`config.mk`:
```
export PLATFORM = sky130hd
export DESIGN_NAME = rom_stream_loader
export DESIGN_NICKNAME = d
export VERILOG_FILES = /design/src/rtl/rom_stream_loader.sv
export SDC_FILE = /design/constraint.sdc
export NUM_CORES = 1
export LEC_CHECK = 0
export CORE_MARGIN = 5
export CORE_UTILIZATION = 45
export DETAILED_ROUTE_END_ITERATION = 10
export SLEW_MARGIN = 20
export SYNTH_ARGS = -nofsm -noshare
export SYNTH_HDL_FRONTEND = slang
export SYNTH_SLANG_ARGS = --single-unit
```
`constraint.sdc`:
```
create_clock -name clk -period 5.5 [get_ports clk]
set_input_delay 1.1 -clock clk [delete_from_list [all_inputs] [get_ports clk]]
set_output_delay 1.1 -clock clk [all_outputs]
set_load 0.02 [all_outputs]
```
`src/rtl/rom_stream_loader.sv`:
```
// rom_stream_loader
// Memory-mapped ROM-load streamer on the PicoRV32 I/O bus. Firmware writes
// 32-bit words to DATA. They queue in a word FIFO and leave as a little-endian
// valid/ready byte (or halfword) stream towards the cart loader. A DATA write
// that finds the FIFO full is held off (bus_ready low), so no data is lost.
// Registers: CTRL=+0, DATA=+4, STATUS=+8, CSUM=+C (bus_addr[1:0] ignored).
// Optional build macro: ROMLOAD_CHECKSUM_EN adds a 16-bit running sum of the
// accepted output bytes. Without it, CSUM reads as zero.

module rom_stream_loader #(
    parameter int          FIFO_DEPTH = 16,
    parameter int          OUT_BYTES  = 1,
    parameter logic [31:0] BASE_ADDR  = 32'h0200_0030
) (
    input  logic                   clk,
    input  logic                   resetn,
    input  logic                   bus_valid,
    input  logic [31:0]            bus_addr,
    input  logic [31:0]            bus_wdata,
    input  logic [3:0]             bus_wstrb,
    output logic                   bus_sel,
    output logic                   bus_ready,
    output logic [31:0]            bus_rdata,
    output logic                   rom_loading,
    output logic [8*OUT_BYTES-1:0] rom_do,
    output logic                   rom_do_valid,
    input  logic                   rom_do_ready
);

    localparam int AW    = $clog2(FIFO_DEPTH);
    localparam int OUT_W = 8 * OUT_BYTES;
    localparam int BEATS = 4 / OUT_BYTES;
    localparam int BW    = (BEATS > 1) ? $clog2(BEATS) : 1;
    localparam logic [BW-1:0] LAST_BEAT = BW'(BEATS - 1);

    typedef enum logic [1:0] {
        REG_CTRL   = 2'd0,
        REG_DATA   = 2'd1,
        REG_STATUS = 2'd2,
        REG_CSUM   = 2'd3
    } reg_e;

    typedef enum logic {
        ST_IDLE  = 1'b0,
        ST_SHIFT = 1'b1
    } ser_state_e;

    // ------------------------------------------------------------------
    // Bus decode
    // ------------------------------------------------------------------
    reg_e offset;
    logic is_write;
    logic ctrl_wr;
    logic data_wr;
    logic start;
    logic finish_req;
    logic push;
    logic unused_addr_bits;

    // Word-level offset within the window; byte-lane bits are ignored.
    assign offset           = reg_e'(bus_addr[3:2]);
    assign unused_addr_bits = ^bus_addr[1:0];
    assign is_write         = |bus_wstrb;

    // Window match on the upper address bits; the window is 16-byte aligned.
    assign bus_sel    = bus_valid && (bus_addr[31:4] == BASE_ADDR[31:4]);
    assign ctrl_wr    = bus_sel && is_write && (offset == REG_CTRL);
    assign data_wr    = bus_sel && is_write && (offset == REG_DATA);
    assign start      = ctrl_wr && (bus_wdata[7:0] == 8'h01);
    assign finish_req = ctrl_wr && (bus_wdata[7:0] == 8'h00);

    // FIFO storage and pointers (extra MSB separates full from empty).
    logic [31:0] fifo_mem [FIFO_DEPTH];
    logic [AW:0] wr_ptr;
    logic [AW:0] rd_ptr;
    logic [AW:0] fifo_level;
    logic        fifo_empty;
    logic        fifo_full;
    logic        pop;

    assign fifo_empty = (wr_ptr == rd_ptr);
    assign fifo_full  = (wr_ptr[AW] != rd_ptr[AW]) &&
                        (wr_ptr[AW-1:0] == rd_ptr[AW-1:0]);
    assign fifo_level = wr_ptr - rd_ptr;

    // A full FIFO holds the CPU off only while loading; otherwise DATA is
    // acknowledged and discarded.
    assign bus_ready = bus_sel && !(data_wr && fifo_full && rom_loading);
    assign push      = data_wr && rom_loading && !fifo_full;

    // ------------------------------------------------------------------
    // FIFO
    // ------------------------------------------------------------------
    // Pointer update; start flushes the queue along with reset.
    always_ff @(posedge clk) begin
        // NOTE: sequential state uses non-blocking assignments so every
        // register samples the pre-edge values of the others.
        if (!resetn || start) begin
            wr_ptr <= '0;
            rd_ptr <= '0;
        end else begin
            if (push) wr_ptr <= wr_ptr + 1'b1;
            if (pop)  rd_ptr <= rd_ptr + 1'b1;
        end
    end

    // Word storage written on each accepted DATA push.
    always_ff @(posedge clk) begin
        // NOTE: the storage array has no reset; the pointers alone decide
        // which entries are meaningful, and a reset would block RAM mapping.
        if (push) fifo_mem[wr_ptr[AW-1:0]] <= bus_wdata;
    end

    // ------------------------------------------------------------------
    // Serialiser FSM
    // ------------------------------------------------------------------
    ser_state_e state;
    ser_state_e state_next;
    logic [31:0]   shift_reg;
    logic [BW-1:0] beat_cnt;
    logic          beat_xfer;
    logic          last_xfer;
    logic          load;

    assign beat_xfer = rom_do_valid && rom_do_ready;
    assign last_xfer = beat_xfer && (beat_cnt == LAST_BEAT);

    // State register.
    always_ff @(posedge clk) begin
        if (!resetn || start) state <= ST_IDLE;
        else                  state <= state_next;
    end

    // Next state: leave IDLE when a word is queued, return only when the last
    // beat goes out with nothing behind it.
    always_comb begin
        // NOTE: default assignment first so no path leaves state_next
        // unassigned, which would infer a latch.
        state_next = state;
        case (state)
            ST_IDLE:  if (!fifo_empty) state_next = ST_SHIFT;
            ST_SHIFT: if (last_xfer && fifo_empty) state_next = ST_IDLE;
            default:  state_next = ST_IDLE;
        endcase
    end

    // Outputs: valid while shifting; pop a word when idle or on the last
    // beat so consecutive words stream without a bubble.
    always_comb begin
        rom_do_valid = 1'b0;
        load         = 1'b0;
        case (state)
            ST_IDLE:  load = !fifo_empty;
            ST_SHIFT: begin
                rom_do_valid = 1'b1;
                load         = last_xfer && !fifo_empty;
            end
            default: ;
        endcase
    end

    assign pop    = load;
    assign rom_do = shift_reg[OUT_W-1:0];

    // Shift register: load a word, then move one beat down per transfer.
    always_ff @(posedge clk) begin
        if (!resetn || start) begin
            shift_reg <= '0;
            beat_cnt  <= '0;
        end else if (load) begin
            shift_reg <= fifo_mem[rd_ptr[AW-1:0]];
            beat_cnt  <= '0;
        end else if (beat_xfer) begin
            shift_reg <= shift_reg >> OUT_W;
            beat_cnt  <= beat_cnt + 1'b1;
        end
    end

    // ------------------------------------------------------------------
    // Byte counter, checksum, control state
    // ------------------------------------------------------------------
    logic [23:0] bytes_out;
    logic [15:0] csum_value;

    // Count of accepted output bytes since start; wraps at 2^24.
    always_ff @(posedge clk) begin
        if (!resetn || start)  bytes_out <= '0;
        else if (beat_xfer)    bytes_out <= bytes_out + 24'(OUT_BYTES);
    end

`ifdef ROMLOAD_CHECKSUM_EN
    logic [15:0] beat_sum;
    logic [15:0] csum;

    // Sum of the bytes in the beat currently on rom_do.
    always_comb begin
        beat_sum = '0;
        for (int i = 0; i < OUT_BYTES; i++) begin
            beat_sum = beat_sum + 16'(rom_do[8*i +: 8]);
        end
    end

    // Running checksum of accepted bytes, modulo 2^16.
    always_ff @(posedge clk) begin
        if (!resetn || start) csum <= '0;
        else if (beat_xfer)   csum <= csum + beat_sum;
    end

    assign csum_value = csum;
`else
    assign csum_value = 16'h0000;
`endif

    logic finish_pend;
    logic drain_done;

    // Stream fully drained: nothing queued, nothing arriving, serialiser
    // returning to (or sitting in) IDLE.
    assign drain_done = finish_pend && fifo_empty && !push && (state_next == ST_IDLE);

    // rom_loading / finish_pend: start raises loading; finish waits for drain.
    always_ff @(posedge clk) begin
        if (!resetn) begin
            rom_loading <= 1'b0;
            finish_pend <= 1'b0;
        end else if (start) begin
            rom_loading <= 1'b1;
            finish_pend <= 1'b0;
        end else if (finish_req) begin
            finish_pend <= 1'b1;
        end else if (drain_done) begin
            rom_loading <= 1'b0;
            finish_pend <= 1'b0;
        end
    end

    // Read mux; DATA reads as zero.
    always_comb begin
        bus_rdata = 32'h0;
        if (bus_sel && !is_write) begin
            case (offset)
                REG_CTRL:   bus_rdata = {8'h00, 8'(fifo_level), 13'h0000,
                                         finish_pend, rom_do_valid, rom_loading};
                REG_STATUS: bus_rdata = {8'h00, bytes_out};
                REG_CSUM:   bus_rdata = {16'h0000, csum_value};
                default:    bus_rdata = 32'h0;
            endcase
        end
    end

endmodule

```
==> results of run 1 <==
layout by cell type, fill, tap and decap left out, types with 11 or more instances in the layout:
cell type	n
edfxtp_1	512
clkdlybuf4s50_1	105
mux2i_1	94
mux4_2	92
dfxtp_1	72
clkbuf_16	59
nor2_1	50
nand2_1	47
a21oi_1	45
buf_4	40
a221oi_1	32
nor3_1	31
nand3_1	29
o21ai_0	27
xnor2_1	22
a21o_1	20
and2_1	19
clkbuf_1	19
nor4_1	15
inv_1	14
nand4_1	13
and3_2	13
a221o_1	12
ha_1	11
clkinv_2	11
worst max-delay path: cells and delay by family:
kind                   cells  cell delay [ns]
and+or+nand+nor            5             1.89
buffers and inverters      2             1.01
Yosys cell counts, types with 3 or more instances:
cell type and number:
and4_1 4, nand2b_1 5, a221o_1 12, buf_4 21, nand3_1 29, a211oi_1 4
mux4_2 92, o31a_1 4, nand2_1 47, or3_1 5, a22oi_1 10, nand4_1 13
and2_1 19, a22o_1 8, o21ai_0 27, buf_1 3, nor4_1 15, ha_1 11
or4_1 3, buf_2 21, xor2_1 9, inv_1 14, a21oi_1 45, mux2i_1 94
nor3_1 32, edfxtp_1 512, clkbuf_1 44, nor2b_1 10, and3_1 14, dfxtp_1 75
xnor2_1 22, a21o_1 20, a221oi_1 32, nor2_1 51
final cells by class:
type	instances	share of cell area, %
Sequential cell	587	61.95
Inverter	14	0.1928
Clock inverter	27	1.092
Clock buffer	81	5.830
Timing Repair Buffer	152	5.472
Multi-Input combinational cell	667	22.35
Tap cell	680	3.121
logic make-up (layout without fill, tap and decap cells):
kind of cell,Yosys count,after routing,share of synthesized area (%)
DFF,587,587,72.22
and+or+nand+nor,258,258,5.713
muxes,186,186,12.89
AOI/OAI and AO/OA,172,172,5.210
buffers and inverters,103,274,2.104
xor gates and xnor gates,31,31,1.162
adders and majority gates,12,12,0.6747
other,1,8,0.01605
where the power goes:
part           internal, mW  switching [mW]
combinational         0.388           0.416
sequential             4.88          0.0791
clock                  2.26            1.67
metrics by stage:
| step | instance area [um2] | util (%) | hold WS (ns) | setup WS (ns) |
|---|---|---|---|---|
| 3_3_place_gp | 25370 | 49.35 | 0.4621 | 0.4095 |
| 5_1_grt | 27260 | 53.02 | 0.4978 | 0.1695 |
| 4_1_cts | 27260 | 53.02 | 0.4780 | 0.3393 |
| 3_5_place_dp | 25370 | 49.35 | 0.4685 | 0.3363 |
| 2_1_floorplan | 23390 | - | 0.4418 | 0.6597 |
| 6_report | 27260 | 53.02 | 0.4729 | 0.3871 |
how the worst min path moves through the flow:
stage,slack (ns),end,cells past startpoint
floorplan,0.44,shift_reg[30],1
global placement,0.46,finish_pend,2
detailed placement,0.47,finish_pend,2
CTS,0.48,finish_pend,2
global route,0.50,shift_reg[26],1
finish,0.47,finish_pend,2
metal layers:
metal | up-vias | wire [um] | track usage, %
met4 | 6 | 1288 | 5.230
li1 | 5651 | - | -
met3 | 81 | 3712 | 4.080
met5 | - | 39 | 0
met2 | 396 | 26670 | 31.57
met1 | 6523 | 24340 | 27.26
==> flow_summary.yaml, run 1 <==
run_status:
  status: "complete, no violations"
cells_and_area:
  antennaDiodeCount: 0
  layout.area.seq_um2: 16880
  multi_input_comb_area_um2: 6091
  area_delta_synth_final_pct: 16.65
  n_fill_cell: 4120
  largest_register_ffs: 512
  final_cell_count_no_fill: 2208
  nNetsFinal: 1565
  post_route_cells_drive_above_1_share_pct: 16.56
critical_path:
  crit_type: "input pin to primary output"
  path_common_cell: "clkdlybuf4s50_1"
  cp-startpoint: "bus_addr[12]"
  worst_path_max_delay_cell: "or4_1"
  worstReg2RegEnd: "fifo_mem[7][18]"
  start_kind: "input pin"
  crit_path_end_kind: "primary output"
  timing.critical_path.arrival_ns: 4.01
  cp_cell_sequence: "clkdlybuf4s50_1 -> nor4_2 -> nand4_1 -> or4_1 -> nor2_2 -> and2_1 -> clkdlybuf4s50_1"
  timing.critical_path.required_ns: 4.40
  worstSetupEndpoint: "bus_rdata[11]"
  crit-reg2reg-launch: "wr_ptr[0]"
  reg2regPathDepth: 7
  critPathMaxStageDelay_ns: 0.74
  rrSetupSlack_ns: 2.09
  critPathMaxFanout: 15
synth:
  synth_enable_flop_cells: 512
  ys_ff_latch: 587
  synthesis.area_um2: 23370
  synth_cells: 1350
  avgSynthCellArea_um2: 17.31
  asyncSetResetFlopFracSynth_pct: 0
  synth-main-ff-cell: "edfxtp_1"
  netlist-cell-type-count: 52
  leading_cell_types_by_total_area_after_synthesis: "edfxtp_1 (66%), mux4_2 (8.9%), dfxtp_1 (6.4%)"
  synth_largest_area_cell: "edfxtp_1"
  synth-warning-count: 0
  synth.top_cell.area_share_pct: 65.80
  synth_sequential_area_ratio_pct: 72.22
sta:
  achievable-frequency_mhz: 195.6
  fin_setup_tns_ns: 0
  fin_crit_sh_pct: 92.96
  worstMarginPinSlew_ns: 1.100
  timing.slew.headroom_pct: 26.68
  layout_min_cycle_time_ns: 5.113
  rsz_0062_raised_after_global_routing: "no"
  worst_clock_skew_ns: 0.02393
  finalSetupViolations: 0
  timing_max_transition_violations_final: 0
  hold_viol_final: 0
clock_tree:
  clkLatencyLatePin_ns: 0.63
  max-clock-path-buffers: 3
  cts.sink_count: 587
  cts_post_setup_buffers_inserted: 0
  cts_tree: "done"
  ctsHtreeMaxLevel: 2
  clkTransAtPathRegs_ns: 0.06
  cts_inserted_buffers: 59
  ctsResizeCount: 0
  clk_root_buffer_cell: "clkbuf_16"
  post_cts_hold_buffer_count: 0
detailed_routing:
  drt_pre_antenna_iters: 5
  first_iter_violations: 1013
  routed_wire_length_per_instance_um: 25.39
  post_route_ant_nets: 0
  routed-via-count: 12660
  routed_wl_um: 56050
  remaining_drc_errors: 0
  post_drt_via_cell_ratio: 5.732
power:
  power_density_nw_per_um2: 355.3
  totalPowerFinal_mw: 9.686
  leakagePower_nw: 8.530
  vdd_ir_drop_max_mv: 0.2481
floorplanning:
  core_area_um2: 51410
  number_of_placed_i_o_pins: 116
  floorplan.die_area_um2: 56580
  initial_core_util_pct: 45.45
  floorplan.die.width_um: 237.9
  std_cell_rows: 83
  die-height_um: 237.9
global_route:
  vias_in_the_first_global_route: 12710
  antenna_found_initial: 3
  track_usage_pct: 19.49
  grt_pass1_wl_um: 82540
  largest_net_degree_at_the_start_of_global_routing: 59
  grt-ovfl-total: 0
placement:
  hpwl_um: 33060
  gpl.final_weighted_congestion: 0.8255
  post-place-cells: 2100
  numPortBuffers: 105
min_path:
  min-delay-start: "finish_pend"
  worstHoldPathType: "register to register"
flow_run:
  max_cap_violations: 0
Power figures use the tool's default switching activity.
==> run 2, diff against run 1 <==
--- a/config.mk
+++ b/config.mk
@@ -8,6 +8,7 @@
 export CORE_MARGIN = 5
 export CORE_UTILIZATION = 45
 export DETAILED_ROUTE_END_ITERATION = 10
+export SETUP_SLACK_MARGIN = 0.2
 export SLEW_MARGIN = 20
 export SYNTH_ARGS = -nofsm -noshare
 export SYNTH_HDL_FRONTEND = slang
==> flow_summary.yaml, run 2 (synthesis gave the netlist of run 1 again) <==
cells_and_area:
  n_fill_cell: 4120
  area_delta_synth_final_pct: 16.67
  layout_commonest_cell: "edfxtp_1"
  final_area_um2: 27260
  largest_register_ffs: 512
  final_cell_count_no_fill: 2208
  top_library_cells_by_usage_in_the_layout_fill_and_taps_aside: "edfxtp_1 (512), clkdlybuf4s50_1 (105), mux2i_1 (94)"
  finalCoreUtilization_pct: 53.03
  antennaDiodeCount: 0
  nNetsFinal: 1565
  post_route_cells_drive_above_1_share_pct: 16.56
sta:
  setup_ws_ns: 0.4925
  fin_crit_sh_pct: 91.05
  finalSetupViolations: 0
  timing_max_transition_violations_final: 0
  hold-worst-slack_ns: 0.4729
  fin_setup_tns_ns: 0
  rsz_0062_raised_after_global_routing: "no"
  worst_clock_skew_ns: 0.02241
  achievable-frequency_mhz: 199.7
  worstMarginPinSlew_ns: 1.101
  layout_min_cycle_time_ns: 5.008
  timing.slew.headroom_pct: 26.57
  hold_viol_final: 0
floorplanning:
  number_of_placed_i_o_pins: 116
  core_area_um2: 51410
  floorplan.die_area_um2: 56580
  die-height_um: 237.9
  initial_core_util_pct: 45.45
  std_cell_rows: 83
  floorplan.die.width_um: 237.9
critical_path:
  start_kind: "input pin"
  crit_path_end_kind: "primary output"
  cp_cell_sequence: "clkdlybuf4s50_1 -> nor4_2 -> nand4_1 -> or4_1 -> nor2_4 -> and2_1 -> clkdlybuf4s50_1"
  path_common_cell: "clkdlybuf4s50_1"
  worst_path_max_delay_cell: "or4_1"
  reg2regPathDepth: 7
  crit_type: "input pin to primary output"
  critPathMaxStageDelay_ns: 0.76
  timing.critical_path.required_ns: 4.40
  critPathMaxFanout: 15
  timing.critical_path.arrival_ns: 3.91
clock_tree:
  ctsHtreeMaxLevel: 2
  clk_root_buffer_cell: "clkbuf_16"
  max-clock-path-buffers: 3
  cts.sink_count: 587
  cts_post_setup_buffers_inserted: 0
  clkTransAtPathRegs_ns: 0.06
  cts_tree: "done"
  cts_inserted_buffers: 59
  clkLatencyLatePin_ns: 0.63
detailed_routing:
  first_iter_violations: 1013
  drt_pre_antenna_iters: 5
  remaining_drc_errors: 0
  routed-via-count: 12680
  routed_wire_length_per_instance_um: 25.38
  post_drt_via_cell_ratio: 5.745
  post_route_ant_nets: 0
  routed_wl_um: 56050
flow_run:
  max_cap_violations: 0
power:
  seq_power_share_pct: 51.2
  comb_power_share_pct: 8.3
  power_density_nw_per_um2: 355.3
  internal_power_mw: 7.523
  totalPowerFinal_mw: 9.686
  vdd_ir_drop_max_mv: 0.2479
  leakagePower_nw: 8.530
  net-switching-power_mw: 2.163
  switching_share_pct: 22.33
  clkPwrFrac_pct: 40.5
global_route:
  antenna_found_initial: 3
  vias_in_the_first_global_route: 12710
  grt-ovfl-total: 0
  grt_pass1_wl_um: 82540
  largest_net_degree_at_the_start_of_global_routing: 59
  track_usage_pct: 19.49
min_path:
  min_delay_path_depth: 2
  worstHoldPathType: "register to register"
placement:
  hpwl_um: 33060
  pre_cts_ws_ns: 0.3363
  post-place-cells: 2100
  placed_area_um2: 25370
  gpl.final_weighted_congestion: 0.8255
  numPortBuffers: 105
run_status:
  status: "complete, no violations"
==> run 2: critical path, delay by kind of cell <==
| kind | cells | cell delay [ns] |
|---|---|---|
| buffers and inverters | 2 | 1.01 |
| AND/OR/NAND/NOR | 5 | 1.79 |
==> run 2: worst paths after layout <==
| path | slack [ns] | end | startpoint |
|---|---|---|---|
| hold / removal | 0.47 | finish_pend | finish_pend |
| hold reg to reg | 0.47 | finish_pend | finish_pend |
| setup / recovery | 0.49 | bus_rdata[11] | bus_addr[12] |
| setup reg to reg | 2.10 | fifo_mem[7][18] | wr_ptr[0] |
==> run 2: layer usage <==
| layer | global-route usage (%) | vias to the layer above | part of all wire, % |
|---|---|---|---|
| li1 | - | 5648 | - |
| met1 | 27.26 | 6550 | 43 |
| met2 | 31.57 | 402 | 48 |
| met3 | 4.080 | 78 | 6.6 |
| met4 | 5.230 | 6 | 2.2 |
| met5 | 0 | - | 0.070 |
==> run 2: layout make-up <==
class | count | area, um2 | share of cell area [%]
sequential | 587 | 16880 | 61.93
multi-input combinational | 667 | 6096 | 22.36
clock buffer | 81 | 1589 | 5.829
timing repair buffer | 152 | 1491 | 5.471
tap | 680 | 850.8 | 3.121
clock inverter | 27 | 297.8 | 1.092
inverter | 14 | 52.55 | 0.1928
==> run 2: power groups by stage <==
stage | clock network, mW | registers (mW) | logic, mW
finish | 3.93 | 4.96 | 0.805
global route | 4.18 | 4.96 | 0.870
CTS | 4.01 | 4.96 | 0.811
detailed placement | 0 | 5.05 | 0.809
global placement | 0 | 5.05 | 0.800
floorplan | 0 | 4.99 | 0.607
==> run 2: timing repair <==
| action | 4_1_cts | 5_1_grt |
|---|---|---|
| hold buffers | 0 | 0 |
| gates resized for setup | 0 | 1 |
| setup endpoints to repair | 0 | 11 |
==> run 3, diff against run 2 <==
--- a/config.mk
+++ b/config.mk
@@ -7,6 +7,7 @@
 export LEC_CHECK = 0
 export CORE_MARGIN = 5
 export CORE_UTILIZATION = 45
+export CTS_CLUSTER_DIAMETER = 80
 export DETAILED_ROUTE_END_ITERATION = 10
 export SETUP_SLACK_MARGIN = 0.2
 export SLEW_MARGIN = 20
==> constraint.sdc (replaced) <==
create_clock -name clk -period 5.5 [get_ports clk]
set_input_delay 0.55 -clock clk [delete_from_list [all_inputs] [get_ports clk]]
set_output_delay 0.55 -clock clk [all_outputs]
set_load 0.02 [all_outputs]
==> flow_summary.yaml, run 3 (synthesis gave the netlist of run 1 again) <==
run_status:
  status: "complete, no violations"
cells_and_area:
  layout_commonest_cell: "edfxtp_1"
  post_route_cells_drive_above_1_share_pct: 16.35
  area_delta_synth_final_pct: 15.90
  layout.area.seq_um2: 16880
  largest_register_ffs: 512
  finalCoreUtilization_pct: 52.68
  top_library_cells_by_usage_in_the_layout_fill_and_taps_aside: "edfxtp_1 (512), clkdlybuf4s50_1 (105), mux2i_1 (94)"
  multi_input_comb_area_um2: 6096
  n_fill_cell: 4081
  nNetsFinal: 1554
floorplanning:
  floorplan.die.width_um: 237.9
  floorplan.die_area_um2: 56580
  number_of_placed_i_o_pins: 116
  die-height_um: 237.9
  core_area_um2: 51410
  initial_core_util_pct: 45.45
  std_cell_rows: 83
power:
  vdd_ir_drop_max_mv: 0.2382
  leakagePower_nw: 8.458
  clkPwrFrac_pct: 39.8
  switching_share_pct: 22.34
  internal_power_mw: 7.432
  totalPowerFinal_mw: 9.570
  comb_power_share_pct: 8.5
  net-switching-power_mw: 2.138
  seq_power_share_pct: 51.7
  power_density_nw_per_um2: 353.4
sta:
  layout_min_cycle_time_ns: 4.021
  fin_setup_tns_ns: 0
  worst_clock_skew_ns: 0.03458
  achievable-frequency_mhz: 248.7
  finalSetupViolations: 0
  timing_max_transition_violations_final: 0
  fin_crit_sh_pct: 73.12
  hold_viol_final: 0
  timing.slew.headroom_pct: 27.78
  rsz_0062_raised_after_global_routing: "no"
  worstMarginPinSlew_ns: 1.083
  hold-worst-slack_ns: 0.4846
clock_tree:
  cts_tree: "done"
  max-clock-path-buffers: 3
  cts.sink_count: 587
  cts_inserted_buffers: 58
  clkTransAtPathRegs_ns: 0.06
  cts_post_setup_buffers_inserted: 0
  ctsHtreeMaxLevel: 2
  post_cts_hold_buffer_count: 0
  clk_root_buffer_cell: "clkbuf_16"
  ctsResizeCount: 0
  clkLatencyLatePin_ns: 0.63
global_route:
  largest_net_degree_at_the_start_of_global_routing: 55
  antenna_found_initial: 4
  track_usage_pct: 19.15
  grt_pass1_wl_um: 81320
  grt-ovfl-total: 0
  vias_in_the_first_global_route: 12640
placement:
  gpl.final_weighted_congestion: 0.8199
  numPortBuffers: 105
  hpwl_um: 31890
critical_path:
  critPathMaxFanout: 15
  timing.critical_path.required_ns: 4.95
  crit_type: "input pin to primary output"
  crit_path_end_kind: "primary output"
  timing.critical_path.arrival_ns: 3.47
  start_kind: "input pin"
detailed_routing:
  post_route_ant_nets: 0
  drt_pre_antenna_iters: 6
  post_drt_via_cell_ratio: 5.713
  routed-via-count: 12560
  routed_wl_um: 55100
  remaining_drc_errors: 0
  routed_wire_length_per_instance_um: 25.07
  first_iter_violations: 1055
min_path:
  worstHoldPathType: "register to register"
flow_run:
  max_cap_violations: 0
==> run 3: cell count changes in the layout (fill, tap and decap cells not counted), sizes merged <==
cell    change
buf        -10
bufinv      -3
clkbuf      -1
clkinv      +3
diode       +1
==> run 3: layout make-up <==
cell class,count,share of cell area [%]
Sequential cell,587,62.35
Tap cell,680,3.142
Clock inverter,27,0.7531
Clock buffer,80,6.043
Inverter,14,0.1940
Timing Repair Buffer,142,4.999
Multi-Input combinational cell,667,22.51
Antenna cell,1,0.009240
==> run 3: path summary, 6_finish.rpt <==
kind                               startpoint  slack (ns)              end  depth (start not counted)
worst min-delay path            shift_reg[25]        0.48    shift_reg[25]                          1
worst max register to register      wr_ptr[0]        1.80  fifo_mem[7][14]                          7
worst min register to register  shift_reg[25]        0.48    shift_reg[25]                          1
worst max-delay path                bus_valid        1.48     bus_rdata[7]                          7
==> run 3: power groups by stage <==
| stage | registers, mW | clock network, mW | logic [mW] |
|---|---|---|---|
| after floorplan | 4.99 | 0 | 0.607 |
| after detailed placement | 5.04 | 0 | 0.822 |
| after global routing | 4.95 | 4.09 | 0.876 |
| after global placement | 5.04 | 0 | 0.811 |
| after CTS | 4.95 | 3.89 | 0.823 |
| final | 4.95 | 3.81 | 0.814 |
==> run 3: per-stage QoR <==
step                setup slack, ns  cells  instance area, um2
floorplan                     1.158   1357               23390
global placement              1.338   2090               25230
detailed placement            1.214   2090               25230
CTS                           1.443   2197               27070
global route                  1.251   2197               27080
finish                        1.479   2198               27080
==> run 3: routing by layer <==
| metal | global-route usage (%) | vias up | share of wire (%) |
|---|---|---|---|
| li1 | - | 5618 | - |
| met1 | 26.11 | 6435 | 42 |
| met2 | 31.92 | 419 | 49 |
| met3 | 3.953 | 79 | 6.6 |
| met4 | 4.880 | 6 | 2.2 |
| met5 | 0 | - | 0.051 |
==> run 3: critical path: stages <==
cell,delay (ns)
clkdlybuf4s50_1,0.47
nor4bb_1,0.32
nand4_1,0.25
or4_1,0.71
nor2_2,0.37
and2_1,0.19
clkdlybuf4s50_1,0.61
